File: src/rtl/ab_input_conditioner.sv
// Conditions two raw asynchronous inputs into clean, synchronous A/B levels
// (2-flop sync + consecutive-sample debounce + post-reset warm-up gate).
// Optional build macro AB_PULSE_OUT_EN turns A/B into single-cycle rising-edge pulses.
module ab_input_conditioner #(
  parameter int DB_CYCLES = 4,
  parameter int CNT_W     = 8
) (
  input  logic clk,
  input  logic rst,
  input  logic a_raw,
  input  logic b_raw,
  output logic A,
  output logic B,
  output logic valid
);

  // One extra bit so DB_CYCLES+2 never overflows at the top of the legal range.
  localparam int WU_W = CNT_W + 1;
  localparam logic [CNT_W-1:0] CNT_LAST = CNT_W'(DB_CYCLES - 1);
  localparam logic [WU_W-1:0]  WU_DONE  = WU_W'(DB_CYCLES + 2);

  logic             a_s1_q, a_s1_d, a_s2_q, a_s2_d;
  logic             b_s1_q, b_s1_d, b_s2_q, b_s2_d;
  logic             lvl_a_q, lvl_a_d, lvl_b_q, lvl_b_d;
  logic [CNT_W-1:0] cnt_a_q, cnt_a_d, cnt_b_q, cnt_b_d;
  logic [WU_W-1:0]  wu_q, wu_d;
  logic             valid_q, valid_d;
  logic             a_out_q, a_out_d, b_out_q, b_out_d;
`ifdef AB_PULSE_OUT_EN
  logic             lvl_a_prev_q, lvl_a_prev_d, lvl_b_prev_q, lvl_b_prev_d;
`endif

  always_comb begin
    a_s1_d  = a_raw;
    a_s2_d  = a_s1_q;
    b_s1_d  = b_raw;
    b_s2_d  = b_s1_q;
    lvl_a_d = lvl_a_q;
    lvl_b_d = lvl_b_q;
    cnt_a_d = '0;
    cnt_b_d = '0;

    // A mismatch must persist for DB_CYCLES samples; any match clears the count.
    if (a_s2_q != lvl_a_q) begin
      if (cnt_a_q == CNT_LAST) lvl_a_d = a_s2_q;
      else                     cnt_a_d = cnt_a_q + 1'b1;
    end
    if (b_s2_q != lvl_b_q) begin
      if (cnt_b_q == CNT_LAST) lvl_b_d = b_s2_q;
      else                     cnt_b_d = cnt_b_q + 1'b1;
    end

    wu_d    = (wu_q == WU_DONE) ? wu_q : wu_q + 1'b1;
    valid_d = (wu_d == WU_DONE);

`ifdef AB_PULSE_OUT_EN
    lvl_a_prev_d = lvl_a_q;
    lvl_b_prev_d = lvl_b_q;
    a_out_d      = valid_q & lvl_a_q & ~lvl_a_prev_q;
    b_out_d      = valid_q & lvl_b_q & ~lvl_b_prev_q;
`else
    a_out_d      = valid_d & lvl_a_d;
    b_out_d      = valid_d & lvl_b_d;
`endif
  end

  always_ff @(posedge clk) begin
    if (!rst) begin
      a_s1_q       <= 1'b0;
      a_s2_q       <= 1'b0;
      b_s1_q       <= 1'b0;
      b_s2_q       <= 1'b0;
      lvl_a_q      <= 1'b0;
      lvl_b_q      <= 1'b0;
      cnt_a_q      <= '0;
      cnt_b_q      <= '0;
      wu_q         <= '0;
      valid_q      <= 1'b0;
      a_out_q      <= 1'b0;
      b_out_q      <= 1'b0;
`ifdef AB_PULSE_OUT_EN
      lvl_a_prev_q <= 1'b0;
      lvl_b_prev_q <= 1'b0;
`endif
    end else begin
      a_s1_q       <= a_s1_d;
      a_s2_q       <= a_s2_d;
      b_s1_q       <= b_s1_d;
      b_s2_q       <= b_s2_d;
      lvl_a_q      <= lvl_a_d;
      lvl_b_q      <= lvl_b_d;
      cnt_a_q      <= cnt_a_d;
      cnt_b_q      <= cnt_b_d;
      wu_q         <= wu_d;
      valid_q      <= valid_d;
      a_out_q      <= a_out_d;
      b_out_q      <= b_out_d;
`ifdef AB_PULSE_OUT_EN
      lvl_a_prev_q <= lvl_a_prev_d;
      lvl_b_prev_q <= lvl_b_prev_d;
`endif
    end
  end

  assign A     = a_out_q;
  assign B     = b_out_q;
  assign valid = valid_q;

endmodule

File: config.mk
export PLATFORM = sky130hd
export DESIGN_NAME = ab_input_conditioner
export DESIGN_NICKNAME = d
export VERILOG_FILES = /design/src/rtl/ab_input_conditioner.sv
export SDC_FILE = /design/constraint.sdc
export NUM_CORES = 1
export LEC_CHECK = 0
export CORE_MARGIN = 2
export CORE_UTILIZATION = 49
export CTS_CLUSTER_DIAMETER = 40
export DETAILED_ROUTE_END_ITERATION = 8
export PLACE_DENSITY = 0.67
export SLEW_MARGIN = 10
export SYNTH_ARGS = -nofsm -noshare
export SYNTH_HDL_FRONTEND = slang
export SYNTH_SLANG_ARGS = --single-unit
File: constraint.sdc
create_clock -name clk -period 1.65 [get_ports clk]
set_input_delay 0.33 -clock clk [delete_from_list [all_inputs] [get_ports clk]]
set_output_delay 0.33 -clock clk [all_outputs]
set_load 0.01 [all_outputs]
Yosys cells after proc, flatten, opt, wreduce, memory -nomap -nowiden
Cells that the tools add are included.
{ "word_totals": {"ff_bits": 34, "in_bits": 4, "out_inout_bits": 3, "elab_cells": 33} }
{ "classes": {"add_sub_neg": 3, "n_eq_ne": 6, "n_mux": 5, "n_bitwise": 5, "reduce_logical": 2} }
{ "ops": {"columns": ["op", "count"], "rows": [
  ["$eq 9x3->1 const B", 2],
  ["$add 8x1->8 const B", 2],
  ["$eq 8x2->1 const B", 2],
  ["$add 9x1->9 const B", 1],
  ["$mux 9", 1],
  ["$reduce_or 3->1", 2],
  ["$mux 1", 4],
  ["$not 1->1", 3],
  ["$and 1x1->1", 2],
  ["$ne 1x1->1", 2]
]} }

Logic depth before layout (Yosys ltp)
Gate-level depths: netlist (run 1).
{ "depth": {"ltp_word": 4, "depth_mapped": 5, "depth_no_buf": 5} }

Least setup slack after synthesis (run 1)
Ideal clock, no wire load.
{ "synth_timing": {"path_type": "register to register", "start": "register wu_q[0]", "end": "register a_out_q (netlist: A)", "setup_time_ns": 0.092, "arrival_time_ns": 1.387, "required_time_ns": 1.558, "setup_slack_ns": 0.171, "path_stages_with_launch": 6, "n_path_buf": 0, "synth_period_minus_slack_ns": 1.479, "cell_sequence": "dfxtp_1 > ha_1 > and4_2 > nor4_1 > nor3_1 > nor4_1"} }
{ "synth_between": {"elab_chain_len": 4, "elab_cells_between_ends": 5, "classes_between": "add/sub: 1; eq/ne: 2; mux: 1; bitwise: 1"} }
{ "synth_rtl": {"columns": ["element", "line_no", "text"], "rows": [
  ["start, declared", "26", "logic [WU_W-1:0] wu_q, wu_d;"],
  ["start signal, assigned", "94", "wu_q <= wu_d;"],
  ["$add 9x1->9 or $eq 9x3->1 (tied branches)", "53", "wu_d = (wu_q == WU_DONE) ? wu_q : wu_q + 1'b1;"],
  ["$mux 9 *", "53", null],
  ["$eq 9x3->1 *", "54", "valid_d = (wu_d == WU_DONE);"],
  ["$and 1x1->1 *", "62", "a_out_d = valid_d & lvl_a_d;"],
  ["end signal, assigned", "96", "a_out_q <= a_out_d;"],
  ["end, declared", "28", "logic a_out_q, a_out_d, b_out_q, b_out_d;"]
]} }
Every way passes the cells marked *; elsewhere a longest branch is shown, timed or not.
A chain may end at the register's enable or synchronous reset.

Worst setup path in the final report (run 1)
{ "layout_timing": {"start": "register wu_q[6]", "end": "register b_out_q (netlist: B)"} }
{ "layout_between": {"elab_chain_len": 4, "elab_cells_between_ends": 5, "classes_between": "add/sub: 1; eq/ne: 2; mux: 1; bitwise: 1"} }
{ "layout_rtl": {"columns": ["element", "line_no", "text"], "rows": [
  ["$add 9x1->9 or $eq 9x3->1 (tied branches)", "53", null],
  ["$mux 9 *", "53", null],
  ["$eq 9x3->1 *", "54", null],
  ["$and 1x1->1 *", "63", "b_out_d = valid_d & lvl_b_d;"],
  ["end signal, assigned", "97", "b_out_q <= b_out_d;"],
  ["end, declared", "28", null]
]} }
Marked as above.

==> flow_metrics.py, run 1 <==
metrics = {
    "run_status": {
        "status": "finished, violations left",
        "violations": "design-rule violations",
    },
    "finish": {
        "final_cell_mix": "dfxtp_1 (30), nor2_1 (22), nand3_1 (14), xnor2_1 (10)",
        "nNetsFinal": 180,
        "drive_gt1_frac": 0.127,
        "diodes": 0,
        "design_area_um2": 1670,
        "area_growth_pct": 13.8,
        "stdcell_count": 204,
        "nFillCells": 252,
        "layout_commonest_cell": "dfxtp_1",
    },
    "floorplanning": {
        "start_util": 0.522,
        "fp.dieH_um": 58.7,
        "io_pins": 7,
        "die_area_um2": 3440,
        "rows": 19,
        "die_w_um": 58.7,
        "core_area_um2": 2810,
    },
    "synth": {
        "netlist_top_cells_area": "dfxtp_1 (46%), xnor2_1 (6.0%), nor2_1 (5.6%)",
        "synth.distinct_cells": 33,
        "synth.top_cell.area_share": 0.465,
        "synth_area_um2": 1470,
        "synthXorXnorAreaFrac": 0.114,
        "synth_nets": 165,
        "synth_area_leader_cell": "dfxtp_1",
        "synth-simple-area-share": 0.300,
        "synth_fa_ha_area_frac": 0.0342,
        "syn_inst": 157,
        "async_flop_share": 0,
        "synth-main-ff-cell": "dfxtp_1",
        "synth-seq-cells": 34,
        "synth-edff-count": 0,
        "synth_compound_area_frac": 0.0410,
        "seq_area_frac_synth": 0.465,
        "synth_area_per_cell_um2": 9.33,
        "synthMuxAreaShare": 0.0239,
        "synth_top_family_by_area": "simple AND/OR/NAND/NOR gates",
        "ys_warn_count": 0,
    },
    "grt": {
        "grt_pass1_wl_um": 4520,
        "grt-ovfl-total": 0,
        "grt_use_total": 0.180,
        "grt_max_degree": 11,
        "grt_pass1_vias": 1069,
        "antenna_found_initial": 0,
    },
    "clocking": {
        "cts_tree": "yes",
        "cts.clk_slew.worst_paths_ps": 100,
        "cts_buffer_depth": 2,
        "htreeDepth": 2,
        "cts-root-buf": "clkbuf_4",
        "clk_latency_ps": 340,
        "cts_made_buffers": 5,
        "cts_hold_buf": 0,
        "cts_sinks": 34,
    },
    "timing": {
        "setup_violations": 0,
        "setup_ws_ps": 55.1,
        "hold_viol_final": 0,
        "rsz0062_at_grt": "no",
        "period_needed_ps": 1590,
        "finalClockSkew_ps": 11.9,
        "tns_ps": 0,
        "worst_slew_pin_slew_ps": 314,
        "max_clock_freq_mhz": 627,
        "slew_violations": 0,
        "min_period_over_period": 0.967,
        "max_slew_margin": 0.789,
    },
    "critical_path": {
        "cp_data_required_time_ps": 1880,
        "crit_type": "flop to flop",
        "crit_family": "simple AND/OR/NAND/NOR gates",
        "worstPathCellList": "nor3_2, nand4b_4, mux2_4, nor4_1",
        "cp-start-kind": "flop",
        "cp-end-kind": "flop",
        "path_max_fanout": 5,
        "crit_arrival_ps": 1830,
        "crit_buf_inv": 0,
        "cpPeakStageDelay_ps": 370,
        "crit_slowest_cell": "dfxtp_1",
    },
    "pwr": {
        "leakagePower_nw": 0.607,
        "vdd_ir_drop_max_mv": 0.472,
        "report.power.total_mw": 1.40,
        "powerDensity_nw_per_um2": 838,
    },
    "route": {
        "drc": 1,
        "vias": 1105,
        "drtPass1Iterations": 6,
        "drt-initial-drc-count": 57,
        "wire_per_inst_um": 12.4,
        "via_per_inst": 5.42,
        "wl_um": 2530,
        "ant_nets": 0,
    },
    "placed_design": {
        "dp_cells": 196,
        "dpl_cell_area_um2": 1580,
        "gp_congestion": 0.903,
        "pre_cts_slack_ps": 84.4,
        "port_buffers": 6,
        "dp_hpwl_um": 1810,
    },
    "min_path": {
        "hold_path_class": "flop to flop",
    },
    "run": {
        "max_cap_viol_count": 0,
    },
}
power by group:
part / switching, mW / internal (mW) / total, mW / leakage (nW)
combinational: 0.0321 / 0.0350 / 0.0671 / 0.294
clock: 0.275 / 0.206 / 0.481 / 0.0353
sequential: 0.0147 / 0.835 / 0.850 / 0.277
total: 0.321 / 1.08 / 1.40 / 0.607
metrics by stage:
stage,hold slack [ps],utilization
6_report,443,0.595
5_1_grt,456,0.595
4_1_cts,447,0.584
3_5_place_dp,423,0.563
3_3_place_gp,416,0.563
2_1_floorplan,412,-
worst paths after layout:
check | from | end | slack (ps) | cells past startpoint
setup / recovery | wu_q[6] | B | 60 | 4
hold / removal | b_s1_q | b_s2_q | 440 | 1
setup reg to reg | wu_q[6] | B | 60 | 4
hold reg to reg | b_s1_q | b_s2_q | 440 | 1
worst reg2reg max path, stage by stage, from the launching register on:
cell and delay (ps):
dfxtp_1 370, nor3_2 310, nand4b_4 180, mux2_4 350, nor4_1 280
state kept, by name, indices dropped and copies added, names as in the netlist:
signal and flops:
A 1, B 1, a_s1_q 1, a_s2_q 1, b_s1_q 1, b_s2_q 1, cnt_a_q 8, cnt_b_q 8
lvl_a_q 1, lvl_b_q 1, valid 1, wu_q 9
final cells by class:
cell class,count,area [um2],share of cell area
clock buffer,7,55.1,0.0330
clock inverter,1,5.00,0.00300
inverter,3,11.3,0.00675
multi-input combinational,117,774,0.464
sequential,34,686,0.411
tap,31,38.8,0.0233
timing repair buffer,11,97.6,0.0585
per-layer routing:
| metal | up-vias | track usage | wire length [um] |
|---|---|---|---|
| met2 | 7 | 0.313 | 1320 |
| li1 | 573 | - | - |
| met3 | 6 | 0.0725 | 83 |
| met5 | - | 0 | 0 |
| met4 | 0 | 0.0779 | 48 |
| met1 | 519 | 0.191 | 1080 |
Yosys cell counts, types with 2 or more instances:
cell type	n
and3_1	3
and2_1	9
a21boi_0	2
nand4_1	4
nand2_1	9
dfxtp_1	34
nor2b_1	3
o21ai_0	3
xor2_1	9
ha_1	4
nand3_1	14
nor4_1	6
nor3_1	4
inv_1	3
xnor2_1	10
mux2i_1	2
nor2_1	22
kinds of logic (layout without fill, tap and decap cells):
group	count (synthesis)	after routing
compound gates	9	9
mux	3	3
fa+ha+maj	4	4
xor+xnor	19	19
simple gates	82	82
flops	34	34
buf+inv	6	22
timing repair:
item | CTS | global route
buffers inserted | 0 | 0
setup endpoints to repair | 0 | 12
hold endpoints to repair | 0 | 0
gates resized for setup | 0 | 7
Note: power is estimated with default switching activity, not from simulation.
==> inputs of run 2 (changes only) <==
CORE_ASPECT_RATIO = 1.4   (was default)
HOLD_SLACK_MARGIN = 0.1   (was default)
==> run 2 against run 1 <==
Net effect: the run now ends clean; sequential share of layout area decreased by 1.4 points; critical path depth is 1 higher; setup slack improved by 37 ps; routed wire length is 0.91% higher; critical endpoint unchanged; largest cell class unchanged.
==> flow_metrics.py, run 2 (synthesized netlist as in run 1, its figures left out) <==
metrics = {
    "run_status": {
        "status": "completed",
    },
    "floorplanning": {
        "fp.dieH_um": 68.7,
        "die_w_um": 50.2,
        "start_util": 0.514,
        "io_pins": 7,
        "die_area_um2": 3450,
        "rows": 23,
        "core_area_um2": 2850,
    },
    "critical_path": {
        "cp_data_required_time_ps": 1850,
        "worstPathCellList": "ha_2, nand4_1, nor4_1, nor3_2, nor4_1",
        "path_max_fanout": 8,
        "crit_slowest_cell": "dfxtp_2",
        "crit_type": "flop to flop",
        "crit_arrival_ps": 1760,
        "cpPeakStageDelay_ps": 380,
        "cpMostUsedCell": "nor4_1",
        "cp-start-kind": "flop",
        "cp-end-kind": "flop",
    },
    "route": {
        "wire_per_inst_um": 12.1,
        "drc": 0,
        "drtPass1Iterations": 4,
        "via_per_inst": 5.28,
        "ant_nets": 0,
        "wl_um": 2560,
        "drt-initial-drc-count": 10,
        "vias": 1119,
    },
    "grt": {
        "grt_pass1_vias": 1004,
        "grt_max_degree": 12,
        "grt-ovfl-total": 0,
        "grt_use_total": 0.171,
        "grt_pass1_wl_um": 4350,
        "antenna_found_initial": 0,
    },
    "pwr": {
        "combPwrFrac": 0.048,
        "powerDensity_nw_per_um2": 901,
        "seq_power_share": 0.546,
        "p_int_mw": 1.21,
        "clock_power_share": 0.406,
        "vdd_ir_drop_max_mv": 0.690,
        "p_sw_mw": 0.341,
        "report.power.total_mw": 1.55,
        "p_sw_frac": 0.220,
        "leakagePower_nw": 0.627,
    },
    "finish": {
        "nFillCells": 249,
        "diodes": 0,
        "final_cell_mix": "dfxtp_1 (32), nor2_1 (22), nand3_1 (14), xnor2_1 (10)",
        "multiInputGateArea_um2": 771,
        "drive_gt1_frac": 0.149,
        "largest_reg_flops": 9,
        "top_regs": "wu_q x9, cnt_a_q x8, cnt_b_q x8",
        "layout_commonest_cell": "dfxtp_1",
        "nNetsFinal": 182,
        "area_growth_pct": 17.3,
        "top_register": "wu_q",
        "register_area_um2": 683,
    },
    "timing": {
        "rsz0062_at_grt": "yes",
        "max_slew_margin": 0.771,
        "hold_viol_final": 0,
        "setup_violations": 0,
        "slew_violations": 0,
        "finalClockSkew_ps": 5.29,
        "max_clock_freq_mhz": 642,
        "min_period_over_period": 0.944,
        "period_needed_ps": 1560,
        "tns_ps": 0,
        "worst_slew_pin_slew_ps": 342,
    },
    "clocking": {
        "cts-root-buf": "clkbuf_8",
        "cts_sinks": 34,
        "cts_setup_buffers": 0,
        "cts_buffer_depth": 2,
        "htreeDepth": 2,
        "cts_tree": "yes",
        "clk_latency_ps": 280,
        "cts.clk_slew.worst_paths_ps": 70,
        "cts_made_buffers": 5,
    },
    "placed_design": {
        "port_buffers": 6,
        "dp_hpwl_um": 1920,
        "gp_congestion": 0.849,
    },
    "min_path": {
        "hold_path_class": "flop to flop",
    },
    "run": {
        "max_cap_viol_count": 0,
    },
}
[run 2: routing by layer]
| metal | GRT usage | part of all wire |
|---|---|---|
| met1 | 0.178 | 0.41 |
| met2 | 0.298 | 0.53 |
| met3 | 0.0582 | 0.039 |
| met4 | 0.104 | 0.024 |
| met5 | 0 | 0 |
[run 2: path summary, 6_finish.rpt]
path,startpoint,end,slack (ps),cells past startpoint
setup / recovery,wu_q[0],B,90,5
hold / removal,b_s1_q,b_s2_q,430,1
setup reg to reg,wu_q[0],B,90,5
hold reg to reg,b_s1_q,b_s2_q,430,1
[run 2: what timing repair did]
item                                    4_1_cts  5_1_grt
hold endpoints to repair                      0        0
gates resized for setup                       0        6
endpoints found under the setup margin        0        4
hold buffers                                  0        0
[run 2: power by group through the flow]
stage / combinational [mW] / clock [mW] / sequential (mW)
6_report: 0.0744 / 0.629 / 0.845
5_1_grt: 0.0826 / 0.680 / 0.846
4_1_cts: 0.0743 / 0.656 / 0.844
3_5_place_dp: 0.0740 / 0 / 0.863
3_3_place_gp: 0.0722 / 0 / 0.862
2_1_floorplan: 0.0431 / 0 / 0.862
[run 2: metrics by stage]
step	hold WS [ps]	utilization	instances	cell area, um2	worst slack (ps)
after floorplan	412	-	157	1470	171
after global placement	416	0.562	204	1600	60.9
after detailed placement	419	0.562	204	1600	14.1
after CTS	436	0.596	212	1700	10.8
after global routing	442	0.603	212	1720	-9.51
final	434	0.603	212	1720	92.3
[run 2: critical path, delay by kind of cell (launching register included)]
family	cells	cell delay [ps]
and+or+nand+nor	4	820
DFF	1	380
adders and majority gates	1	260
[run 2: layout make-up]
cell class                 instances  share of cell area
inverter                           3             0.00655
timing repair buffer              13              0.0655
sequential                        34               0.397
clock inverter                     2             0.00728
tap                               37              0.0269
clock buffer                       6              0.0480
multi-input combinational        117               0.448
